### src/rtl/logic_capture_pkg.sv
// rtl/logic_capture_pkg.sv - shared state and trigger-mode encodings for the logic capture block
package logic_capture_pkg;

  typedef enum logic [2:0] {
    ST_IDLE      = 3'd0,
    ST_PRE       = 3'd1,
    ST_WAIT_TRIG = 3'd2,
    ST_POST      = 3'd3,
    ST_DONE      = 3'd4
  } state_t;

  localparam logic [1:0] TRIG_IMM  = 2'd0;
  localparam logic [1:0] TRIG_ANY  = 2'd1;
  localparam logic [1:0] TRIG_RISE = 2'd2;
  localparam logic [1:0] TRIG_PAT  = 2'd3;

endpackage

### src/rtl/capture_sync.sv
// rtl/capture_sync.sv - synchronises the external sample clock and data, emits a strobe per rising edge
module capture_sync #(
  parameter int WIDTH  = 5,
  parameter int STAGES = 2
) (
  input  logic             clk,
  input  logic             rst_n,
  input  logic             async_clk,
  input  logic [WIDTH-1:0] async_data,
  output logic [WIDTH-1:0] sync_data,
  output logic             strobe
);

  // clock and data share one chain so they see identical latency
  logic [WIDTH:0] stage_q [STAGES];
  logic [WIDTH:0] stage_d [STAGES];
  logic           clk_prev_q;
  logic           clk_prev_d;

  always_comb begin
    stage_d[0] = {async_clk, async_data};
    for (int i = 1; i < STAGES; i++) begin
      stage_d[i] = stage_q[i-1];
    end
    clk_prev_d = stage_q[STAGES-1][WIDTH];
  end

  always_ff @(posedge clk or negedge rst_n) begin
    if (!rst_n) begin
      stage_q    <= '{default: '0};
      clk_prev_q <= 1'b0;
    end else begin
      stage_q    <= stage_d;
      clk_prev_q <= clk_prev_d;
    end
  end

  assign sync_data = stage_q[STAGES-1][WIDTH-1:0];
  assign strobe    = stage_q[STAGES-1][WIDTH] & ~clk_prev_q;

endmodule

### src/rtl/logic_capture.sv
// rtl/logic_capture.sv - triggered logic-analyser capture into a DEPTH-deep ring with pre-trigger history
module logic_capture
  import logic_capture_pkg::*;
#(
  parameter int CHANNELS    = 5,
  parameter int DEPTH       = 15,
  parameter int PRETRIG     = 3,
  parameter int SYNC_STAGES = 2,
  localparam int TW = (CHANNELS > 1) ? $clog2(CHANNELS) : 1,
  localparam int PW = (DEPTH > 1) ? $clog2(DEPTH) : 1
) (
  input  logic                clk,
  input  logic                rst_n,
  input  logic                smp_clk,
  input  logic [CHANNELS-1:0] smp_data,
  input  logic                arm,
  input  logic [1:0]          trig_mode,
  input  logic [TW-1:0]       trig_ch,
  input  logic [CHANNELS-1:0] trig_pat,
  input  logic [CHANNELS-1:0] trig_mask,
  input  logic [PW-1:0]       rd_idx,
  output logic [CHANNELS-1:0] rd_data,
  output logic                busy,
  output logic                done
);

  localparam int CW     = $clog2(DEPTH + 1);
  localparam int POST_N = DEPTH - PRETRIG - 1;
  localparam logic [PW-1:0] LAST_PTR  = PW'(DEPTH - 1);
  localparam logic [PW:0]   DEPTH_W   = (PW + 1)'(DEPTH);
  localparam logic [CW-1:0] PRE_LAST  = CW'((PRETRIG > 0) ? PRETRIG - 1 : 0);
  localparam logic [CW-1:0] POST_LAST = CW'((POST_N > 0) ? POST_N - 1 : 0);

  logic [CHANNELS-1:0] sample;
  logic                strobe;

  capture_sync #(.WIDTH(CHANNELS), .STAGES(SYNC_STAGES)) u_sync (
    .clk        (clk),
    .rst_n      (rst_n),
    .async_clk  (smp_clk),
    .async_data (smp_data),
    .sync_data  (sample),
    .strobe     (strobe)
  );

  state_t              state_q, state_d;
  logic [PW-1:0]       wr_ptr_q, wr_ptr_d, start_ptr_q, start_ptr_d, ptr_next, rd_addr;
  logic [CW-1:0]       cnt_q, cnt_d;
  logic [CHANNELS-1:0] prev_sample_q, prev_sample_d, rd_data_q, rd_data_d;
  logic [CHANNELS-1:0] sh_new, sh_old;
  logic                prev_valid_q, prev_valid_d, trig_hit, we;
  logic [PW:0]         rd_sum, rd_wrap;
  logic [CHANNELS-1:0] mem [DEPTH];

  always_comb begin
    sh_new = sample >> trig_ch;
    sh_old = prev_sample_q >> trig_ch;
    unique case (trig_mode)
      TRIG_IMM:  trig_hit = 1'b1;
      TRIG_ANY:  trig_hit = prev_valid_q & (sh_new[0] ^ sh_old[0]);
      TRIG_RISE: trig_hit = prev_valid_q & sh_new[0] & ~sh_old[0];
      default:   trig_hit = ((sample ^ trig_pat) & trig_mask) == '0;
    endcase
  end

  always_comb begin
    state_d       = state_q;
    wr_ptr_d      = wr_ptr_q;
    start_ptr_d   = start_ptr_q;
    cnt_d         = cnt_q;
    prev_valid_d  = prev_valid_q;
    prev_sample_d = strobe ? sample : prev_sample_q;
    we            = 1'b0;
    ptr_next      = (wr_ptr_q == LAST_PTR) ? '0 : wr_ptr_q + 1'b1;
    if (arm) begin
      state_d      = ST_PRE;
      wr_ptr_d     = '0;
      cnt_d        = '0;
      prev_valid_d = 1'b0;
    end else begin
      case (state_q)
        ST_PRE: begin
          if (PRETRIG == 0) begin
            state_d = ST_WAIT_TRIG;
          end else if (strobe) begin
            we       = 1'b1;
            wr_ptr_d = ptr_next;
            cnt_d    = cnt_q + 1'b1;
            if (cnt_q == PRE_LAST) begin
              state_d = ST_WAIT_TRIG;
              cnt_d   = '0;
            end
          end
        end
        ST_WAIT_TRIG: begin
          if (strobe) begin
            we           = 1'b1;
            wr_ptr_d     = ptr_next;
            prev_valid_d = 1'b1;
            if (trig_hit) begin
              cnt_d = '0;
              if (POST_N == 0) begin
                state_d     = ST_DONE;
                start_ptr_d = ptr_next;
              end else begin
                state_d = ST_POST;
              end
            end
          end
        end
        ST_POST: begin
          if (strobe) begin
            we       = 1'b1;
            wr_ptr_d = ptr_next;
            cnt_d    = cnt_q + 1'b1;
            if (cnt_q == POST_LAST) begin
              state_d     = ST_DONE;
              start_ptr_d = ptr_next;
            end
          end
        end
        default: ;
      endcase
    end
  end

  // logical-to-physical address by a single conditional subtract; rd_data only refreshes in DONE
  always_comb begin
    rd_sum    = {1'b0, start_ptr_q} + {1'b0, rd_idx};
    rd_wrap   = (rd_sum >= DEPTH_W) ? rd_sum - DEPTH_W : rd_sum;
    rd_addr   = rd_wrap[PW-1:0];
    rd_data_d = rd_data_q;
    if (state_q == ST_DONE) begin
      rd_data_d = ({1'b0, rd_idx} >= DEPTH_W) ? '0 : mem[rd_addr];
    end
  end

  always_ff @(posedge clk or negedge rst_n) begin
    if (!rst_n) begin
      state_q       <= ST_IDLE;
      wr_ptr_q      <= '0;
      start_ptr_q   <= '0;
      cnt_q         <= '0;
      prev_sample_q <= '0;
      prev_valid_q  <= 1'b0;
      rd_data_q     <= '0;
    end else begin
      state_q       <= state_d;
      wr_ptr_q      <= wr_ptr_d;
      start_ptr_q   <= start_ptr_d;
      cnt_q         <= cnt_d;
      prev_sample_q <= prev_sample_d;
      prev_valid_q  <= prev_valid_d;
      rd_data_q     <= rd_data_d;
    end
  end

  always_ff @(posedge clk) begin
    if (we) begin
      mem[wr_ptr_q] <= sample;
    end
  end

  assign rd_data = rd_data_q;
  assign busy    = (state_q == ST_PRE) || (state_q == ST_WAIT_TRIG) || (state_q == ST_POST);
  assign done    = (state_q == ST_DONE);

endmodule
### config.mk
export PLATFORM = sky130hd
export DESIGN_NAME = logic_capture
export DESIGN_NICKNAME = d
export VERILOG_FILES = /design/src/rtl/logic_capture_pkg.sv /design/src/rtl/capture_sync.sv /design/src/rtl/logic_capture.sv
export SDC_FILE = /design/constraint.sdc
export NUM_CORES = 1
export LEC_CHECK = 0
export CORE_MARGIN = 4
export CORE_UTILIZATION = 50
export DETAILED_ROUTE_END_ITERATION = 6
export GPL_TIMING_DRIVEN = 0
export HOLD_SLACK_MARGIN = 0.05
export PLACE_DENSITY = 0.75
export SYNTH_ARGS = -nofsm -noshare
export SYNTH_HDL_FRONTEND = slang
export SYNTH_SLANG_ARGS = --single-unit
### constraint.sdc
create_clock -name clk -period 4.5 [get_ports clk]
set_clock_uncertainty 0.1 [all_clocks]
set_input_delay 0.9 -clock clk [delete_from_list [all_inputs] [get_ports clk]]
set_output_delay 0.9 -clock clk [all_outputs]
set_load 0.01 [all_outputs]
# Word level (Yosys, flattened, before mapping)
# Memories as Yosys holds them, arrays and structs flattened.
# Index checks and enable logic that the tools add are counted.
# W data, S select, Z words.
# totals
ff_bits	39
ram_bits	75
in_bits	28
out_inout_bits	7
elab_cells	88
mem_count	1
# memory_table
name	words	width	rd	rd_clocked_by_memory_dff	write_ports	line	rtl
mem	15	5	1	0	1	logic_capture.sv:53	logic [CHANNELS-1:0] mem [DEPTH];
# op_classes
add_sub_neg	4
magnitude_cmp	2
eq_ne	15
shifts	2
n_mux	30
bitwise	10
n_reduce_logical	14
# op_table
op	n
$mux W4	11
$mux W3	7
$ne A3 B3 Y1 const B	6
$pmux W4 S3	1
$shr A5 B3 Y1	2
$pmux W3 S3	1
$add A4 B1 Y4 const B	2
$eq A4 B4 Y1 const B	2
$mux W1	8
$reduce_and A7 Y1	1
$eq A3 B2 Y1 const B	2
$reduce_bool A2 Y1	3
$add A4 B4 Y5	1
$and A5 B5 Y5	1
$ge A5 B4 Y1 const B	1
$logic_not A5 Y1	1
$mux W5	1
$reduce_and A5 Y1	1
$xor A5 B5 Y5	1
$and A1 B1 Y1	4
$eq A4 B2 Y1 const B	1
$ge A4 B4 Y1 const B	1
$reduce_and A2 Y1	2
$reduce_and A4 Y1	1
other kinds (12)	15

# Depth between registers and ports, before layout
# Gate-level depths: netlist (run 1).
# logic_depth
word_depth	8
ltp_mapped	12
depth_no_buf	11

# Modules after synthesis
# A second synthesis (run 1) with hierarchy kept.
# unflattened
cells_unflattened	451
area_unflattened_um2	5434.0
# modules_own_cells
mod	instances	cells_each	area_each_um2	seq_area_each_um2
logic_capture	1	437	5094.9	2902.8
capture_sync	1	14	339.1	325.3

# Worst setup path before layout (run 1)
# OpenSTA, ideal clock, no wires.
# synth_timing
kind	input port to flip-flop
from	in rd_idx[0]
to	reg rd_data_q[4], in the netlist rd_data[4]
setup_ns	0.139
arrival_time_ns	3.343
required_time_ns	4.261
slack_ns	0.918
path_stages	11
path_buffers	1
path_cell_list	ha_1 fa_1 clkbuf_1 nand2_1 nand2_1 o21ai_0 a21o_1 mux2_2 o221ai_2 o21ai_1 or4_1
# synth_via
elab_chain_len	5
elab_cells_between_ends	7
classes_between	add/sub: 2; order compare: 2; mux: 2; memory: 1
# synth_lines
item	line	rtl
from (decl)	logic_capture.sv:21	input logic [PW-1:0] rd_idx,
$add A4 B4 Y5	logic_capture.sv:129	rd_sum = {1'b0, start_ptr_q} + {1'b0, rd_idx};
$sub A4 B4 Y4 or $ge A5 B4 Y1 (tied branches)	logic_capture.sv:130	rd_wrap = (rd_sum >= DEPTH_W) ? rd_sum - DEPTH_W : rd_sum;
$mux W4	logic_capture.sv:130	
$mem_v2 Z15 W5	-	
$mux W5 (*)	logic_capture.sv:134	rd_data_d = ({1'b0, rd_idx} >= DEPTH_W) ? '0 : mem[rd_addr];
to (signal assigned)	logic_capture.sv:154	rd_data_q <= rd_data_d;
to (decl)	logic_capture.sv:49	logic [CHANNELS-1:0] prev_sample_q, prev_sample_d, rd_data_q, rd_data_d;
# Mark *: on every way between the ends. The rest lies on a longest branch, timed or not.
# A chain may end at the register's enable or synchronous reset.

# Final worst setup path (run 1)
# layout_timing
from	in rd_idx[0]
to	reg rd_data_q[2], in the netlist rd_data[2]
# The elaborated chain is that of the path after synthesis.

==> results.py, run 1 <==
metrics = {
    "outcome": {
        "status": "complete, no violations",
    },
    "route": {
        "drt_drc_violations_left": 0,
        "num_vias": 3755,
        "first_pass_iters": 6,
        "wl_met1_microns": 5190,
        "met2_length_microns": 6260,
        "ant_nets": 0,
        "drt-total-wl_microns": 12400,
        "wl_met3_microns": 710,
        "drt_iter0_drc": 363,
        "viasPerCell": 5.96,
        "wl_per_cell_microns": 19.7,
        "top_layer": "met4",
    },
    "yosys": {
        "synth.cell_area_sq_um": 5410,
        "synth_edf_count": 75,
        "synthTopCellsByCount": "75 x edfxtp_1, 43 x nand2_1, 39 x dfrtp_1, 39 x mux2i_1, 28 x nor2_1",
        "synth_ff_type": "edfxtp_1",
        "ys_seq_area_share_pct": 59.7,
        "ys_types": 67,
        "async_flop_share_pct": 34.2,
        "syn_nets": 465,
        "synth_top_area_cell": "edfxtp_1",
        "synth.area.top_cells": "edfxtp_1 42%, dfrtp_1 18%, mux2i_1 7.2%, nand2_1 3.0%, mux2_2 2.3%",
        "synth-warning-count": 0,
        "syn-instance-count": 429,
        "synth-seq-cells": 114,
        "synth.most_common_cell": "edfxtp_1",
        "avgSynthCellArea_sq_um": 12.6,
        "synth_top_area_share_pct": 41.7,
    },
    "worst_setup_path": {
        "endpoint_kind": "register",
        "r2r_slack_ps": 990,
        "cp_data_required_time_ps": 4830,
        "cp_data_arrival_time_ps": 4280,
        "r2r-start": "start_ptr_q[0]",
        "r2r_end": "rd_data[2]",
        "criticalPathCategory": "in -> reg",
        "reg2reg_depth": 10,
        "start_kind": "input pin",
        "worstPathMaxFanout": 8,
    },
    "power": {
        "ir_drop_mv": 0.427,
        "power_density_nw_per_um2": 444,
        "p_leak_nw": 2.53,
    },
    "timing": {
        "setup_viol": 0,
        "finalMaxSlewViolations": 0,
        "rsz0062_at_grt": "false",
        "finalCriticalPeriod_ps": 3950,
        "worst-slew-pin-transition_ps": 1050,
        "post-route-period-util_pct": 87.8,
        "fmax_mhz": 253,
        "hold_violations": 0,
        "finalSetupTns_ps": 0,
        "relSlewSlack_pct": 29.8,
    },
    "hold_path": {
        "min_from": "u_sync.stage_d[5]",
        "worstHoldEndpoint": "u_sync.clk_prev_d",
        "holdPathStages": 0,
        "hold_class": "reg -> reg",
    },
    "clock_network": {
        "worstSkewPairLatency_ps": 520,
        "cts_tree": "yes",
        "ctsResizeCount": 0,
        "clock_tree.root_cell": "clkbuf_8",
        "cts.sinks": 114,
        "postCtsSetupBuffers": 0,
        "hold_buffers": 0,
        "h-tree-depth": 4,
        "cts.path.max_buffers": 2,
        "path_clk_slew_ps": 50,
        "cts_buffers": 17,
    },
    "flow_run": {
        "maxCapViolCount": 0,
    },
    "placement": {
        "dpl.hpwl_microns": 8350,
        "place_congestion": 0.869,
        "port-buffer-count": 33,
        "placed_cells_incl_taps": 598,
    },
    "finish": {
        "regArea_sq_um": 3230,
        "fill_cells": 793,
        "drive_above_1_share_pct": 12.1,
        "antenna-diode-count": 0,
        "multiInputGateArea_sq_um": 2080,
        "instances_no_fill": 630,
        "area_delta_synth_final_pct": 21.2,
        "nets": 517,
    },
    "global_route": {
        "grt_start_max_net_pins": 40,
        "grt_pass1_wl_microns": 20000,
        "grt_pass1_vias": 3824,
        "antenna_found_initial": 0,
        "grtUsageTotal_pct": 20.8,
        "grt.overflow.total": 0,
    },
    "floorplanning": {
        "core_area_sq_um": 10400,
        "die_h_microns": 112,
        "fp-row-count": 37,
        "die-width_microns": 112,
        "die-area_sq_um": 12500,
        "start_util_pct": 51.9,
        "io_pins": 35,
    },
}
## layout by cell type, fill, tap and decap left out, types with 11 or more instances in the layout
| cell | instances |
|---|---|
| nor2_1 | 28 |
| nand3_1 | 13 |
| mux2_2 | 11 |
| dfrtp_1 | 39 |
| clkbuf_16 | 16 |
| a21oi_1 | 15 |
| edfxtp_1 | 75 |
| nand2_1 | 43 |
| o21ai_0 | 23 |
| clkdlybuf4s50_1 | 32 |
| mux2i_1 | 39 |
| clkbuf_1 | 11 |
## stage by stage
step / utilization (%) / hold WS (ps) / worst slack (ps) / instance area [sq um] / total power [W]
after floorplan: - / 231 / 918 / 5410 / 0.00137
after global placement: 56.7 / 233 / 135 / 5910 / 0.00146
after detailed placement: 56.6 / 236 / 80.3 / 5900 / 0.00147
after CTS: 62.9 / 254 / 552 / 6550 / 0.00292
after global routing: 62.9 / 256 / 287 / 6550 / 0.00300
final: 62.9 / 252 / 547 / 6550 / 0.00291
## kinds of logic after synthesis
family,Yosys count,synth area share (%)
simple gates,124,11.0
flops,114,59.7
compound gates,98,13.4
mux,53,10.8
buf+inv,24,1.76
xor+xnor,8,1.30
fa+ha+maj,8,1.99
## where the power goes
group	internal (W)	switching, W	leakage [nW]
Combinational	0.000119	0.000146	1.06
Clock	0.000983	0.000469	0.306
Sequential	0.00115	0.0000387	1.16
## worst max-delay path by stage
stage	from	to	slack (ps)
after floorplan	rd_idx[0]	rd_data[4]	920
after global placement	rd_idx[0]	rd_data[1]	140
after global routing	rd_idx[0]	rd_data[1]	290
final	rd_idx[0]	rd_data[2]	550
after detailed placement	rd_idx[0]	rd_data[2]	80
after CTS	rd_idx[0]	rd_data[2]	550
## final cells by class
| type | instances | share of cell area, % |
|---|---|---|
| tap | 136 | 2.60 |
| clock buffer | 19 | 6.74 |
| buffer | 14 | 0.879 |
| sequential | 114 | 49.3 |
| inverter | 10 | 0.573 |
| timing repair buffer | 33 | 4.97 |
| clock inverter | 13 | 3.15 |
| multi-input combinational | 291 | 31.8 |
## worst max-delay path, cell delays in order
cell and delay [ps]:
clkdlybuf4s50_1 430, ha_1 240, fa_1 520, clkbuf_1 370
nand2_1 130, nor2b_1 170, nor3_1 80, nor3_1 690
nand3_1 290, o221a_2 360, o211ai_1 90
## state kept, by name, summed over array words and instances (netlist names)
name	cells
u_sync.clk_prev_d	1
start_ptr_q	4
state_q	3
u_sync.sync_data	5
cnt_q	4
prev_valid_q	1
wr_ptr_q	4
rd_data	5
mem	75
u_sync.clk_prev_q	1
u_sync.stage_d	6
prev_sample_q	5
## layer usage
layer / global-route usage [%] / up-vias
li1: - / 1752
met1: 25.9 / 1843
met2: 34.6 / 131
met3: 5.05 / 29
met4: 9.05 / 0
met5: 0 / -
No activity file was read; power rests on OpenSTA's default activity.
==> run 2, diff against run 1 <==
--- a/config.mk
+++ b/config.mk
@@ -8,7 +8,6 @@
 export CORE_MARGIN = 4
 export CORE_UTILIZATION = 50
 export DETAILED_ROUTE_END_ITERATION = 6
-export GPL_TIMING_DRIVEN = 0
 export HOLD_SLACK_MARGIN = 0.05
 export PLACE_DENSITY = 0.75
 export SYNTH_ARGS = -nofsm -noshare
==> run 2 against run 1 <==
  * Register-to-register slack better by 210 ps
  * Largest power group unchanged
  * Largest cell class unchanged
  * Worst setup slack better by 180 ps
  * Count of clock-buffer cells in the layout fell by 2
  * Critical path type unchanged
  * Sequential power is essentially flat
  * Global-route usage down 0.18 points
  * Final area decreased by 0.99%
==> results.py, run 2 (same netlist as run 1, synthesis figures left out) <==
metrics = {
    "worst_setup_path": {
        "worstSetupEndpoint": "rd_data[3]",
        "path_cells": "clkdlybuf4s50_1 > ha_1 > fa_1 > a21o_1 > a21oi_1 > mux2i_1 > a211o_1 > buf_4 > mux2i_1 > mux2_2 > o22ai_1 > a211o_1",
        "criticalPathCategory": "in -> reg",
        "start_kind": "input pin",
        "endpoint_kind": "register",
        "slowest_delay_ps": 440,
        "worstPathMaxFanout": 6,
        "cp-startpoint": "rd_idx[0]",
        "cp_data_required_time_ps": 4790,
        "r2r_end": "rd_data[3]",
        "r2r-start": "start_ptr_q[0]",
        "crit_path_top_delay_cell": "fa_1",
        "r2r_slack_ps": 1200,
        "reg2reg_depth": 11,
        "cp_data_arrival_time_ps": 4070,
    },
    "clock_network": {
        "ctsResizeCount": 0,
        "worstSkewPairLatency_ps": 520,
        "clock_tree.root_cell": "clkbuf_8",
        "postCtsSetupBuffers": 0,
        "cts_buffers": 17,
        "cts_tree": "yes",
        "h-tree-depth": 4,
        "cts.path.max_buffers": 2,
        "cts.sinks": 114,
        "hold_buffers": 0,
        "path_clk_slew_ps": 60,
    },
    "placement": {
        "place_area_sq_um": 5910,
        "post-place-ws_ps": 253,
        "placed_cells_incl_taps": 593,
        "port-buffer-count": 34,
        "dpl.hpwl_microns": 8360,
        "place_congestion": 0.869,
    },
    "timing": {
        "layout_setup_ws_ps": 726,
        "hold_violations": 0,
        "relSlewSlack_pct": 39.5,
        "finalSetupTns_ps": 0,
        "finalMaxSlewViolations": 0,
        "fmax_mhz": 265,
        "setup_viol": 0,
        "finalCriticalPeriod_ps": 3770,
        "rsz0062_at_grt": "false",
        "worst-slew-pin-transition_ps": 907,
        "post-route-period-util_pct": 83.9,
    },
    "power": {
        "p_leak_nw": 2.52,
        "ir_drop_mv": 0.283,
        "total_power_w": 0.00273,
        "power_density_nw_per_um2": 421,
    },
    "floorplanning": {
        "io_pins": 35,
        "die-width_microns": 112,
        "die-area_sq_um": 12500,
        "fp-row-count": 37,
        "core_area_sq_um": 10400,
        "die_h_microns": 112,
        "start_util_pct": 51.9,
    },
    "global_route": {
        "grt.overflow.total": 0,
        "grt_pass1_vias": 3870,
        "grt_pass1_wl_microns": 19900,
        "grtUsageTotal_pct": 20.6,
        "grt_start_max_net_pins": 40,
        "antenna_found_initial": 0,
    },
    "finish": {
        "regMostFlops": "mem",
        "layout_common_cells": "75 x edfxtp_1, 43 x nand2_1, 39 x mux2i_1, 39 x dfrtp_1, 33 x clkdlybuf4s50_1",
        "instances_no_fill": 625,
        "antenna-diode-count": 0,
        "final_common_cell": "edfxtp_1",
        "area_delta_synth_final_pct": 20.0,
        "fin_area_sq_um": 6480,
        "fill_cells": 780,
        "largest_reg_flops": 75,
        "nets": 512,
        "drive_above_1_share_pct": 13.7,
    },
    "outcome": {
        "status": "complete, no violations",
    },
    "route": {
        "viasPerCell": 5.97,
        "drt-total-wl_microns": 12200,
        "wl_per_cell_microns": 19.5,
        "drt_iter0_drc": 421,
        "num_vias": 3732,
        "first_pass_iters": 5,
        "drt_drc_violations_left": 0,
        "ant_nets": 0,
    },
    "hold_path": {
        "hold_class": "reg -> reg",
    },
    "flow_run": {
        "maxCapViolCount": 0,
    },
}
run 2: changes by cell type in the layout (fill, tap and decap cells not counted), moves of 2 or more:
| cell | delta |
|---|---|
| clkbuf_1 | -11 |
| clkinvlp_4 | -2 |
| buf_4 | +7 |
| bufinv_16 | -3 |
| inv_6 | +5 |
| clkbuf_8 | -2 |
| clkinv_2 | +3 |
run 2: how the worst min path moves through the flow:
| stage | from | endpoint | slack, ps | cells after the start |
|---|---|---|---|---|
| after floorplan | u_sync.stage_d[5] | u_sync.clk_prev_d | 230 | 0 |
| after global placement | u_sync.stage_d[3] | u_sync.sync_data[3] | 230 | 0 |
| after detailed placement | u_sync.stage_d[0] | u_sync.sync_data[0] | 230 | 0 |
| after CTS | u_sync.stage_d[0] | u_sync.sync_data[0] | 250 | 0 |
| after global routing | u_sync.stage_d[0] | u_sync.sync_data[0] | 250 | 0 |
| final | u_sync.stage_d[0] | u_sync.sync_data[0] | 250 | 0 |
run 2: cell type report:
class | instances | area [sq um] | area share (%)
clock inverters | 15 | 156 | 2.41
repair buffers | 42 | 395 | 6.10
clock buffers | 17 | 414 | 6.39
well taps | 136 | 170 | 2.62
inverters | 10 | 37.5 | 0.579
multi-input cells | 291 | 2080 | 32.1
flip-flops and latches | 114 | 3230 | 49.8
run 2: where the power goes:
group          total, W  internal (W)  switching, W  leakage [nW]
clock           0.00127      0.000793      0.000481         0.281
sequential      0.00120       0.00115     0.0000419          1.16
combinational  0.000262      0.000123      0.000139          1.08
run 2: critical path: cells and delay by family:
| family | cells | cell delay [ps] |
|---|---|---|
| AO/OA/AOI/OAI | 5 | 1170 |
| adder cells (fa/ha/maj) | 2 | 680 |
| buffers and inverters | 2 | 650 |
| multiplexers | 3 | 650 |
run 2: per-stage QoR:
stage | utilization [%] | hold WS (ps)
after floorplan | - | 231
after global placement | 56.8 | 232
after global routing | 62.2 | 253
final | 62.2 | 247
after CTS | 62.2 | 247
after detailed placement | 56.8 | 235
run 2: layer usage:
| layer | track usage, % | wire length, microns |
|---|---|---|
| met5 | 0 | 0 |
| met4 | 8.81 | 286 |
| met3 | 5.76 | 730 |
| met2 | 33.7 | 5970 |
| met1 | 25.8 | 5210 |
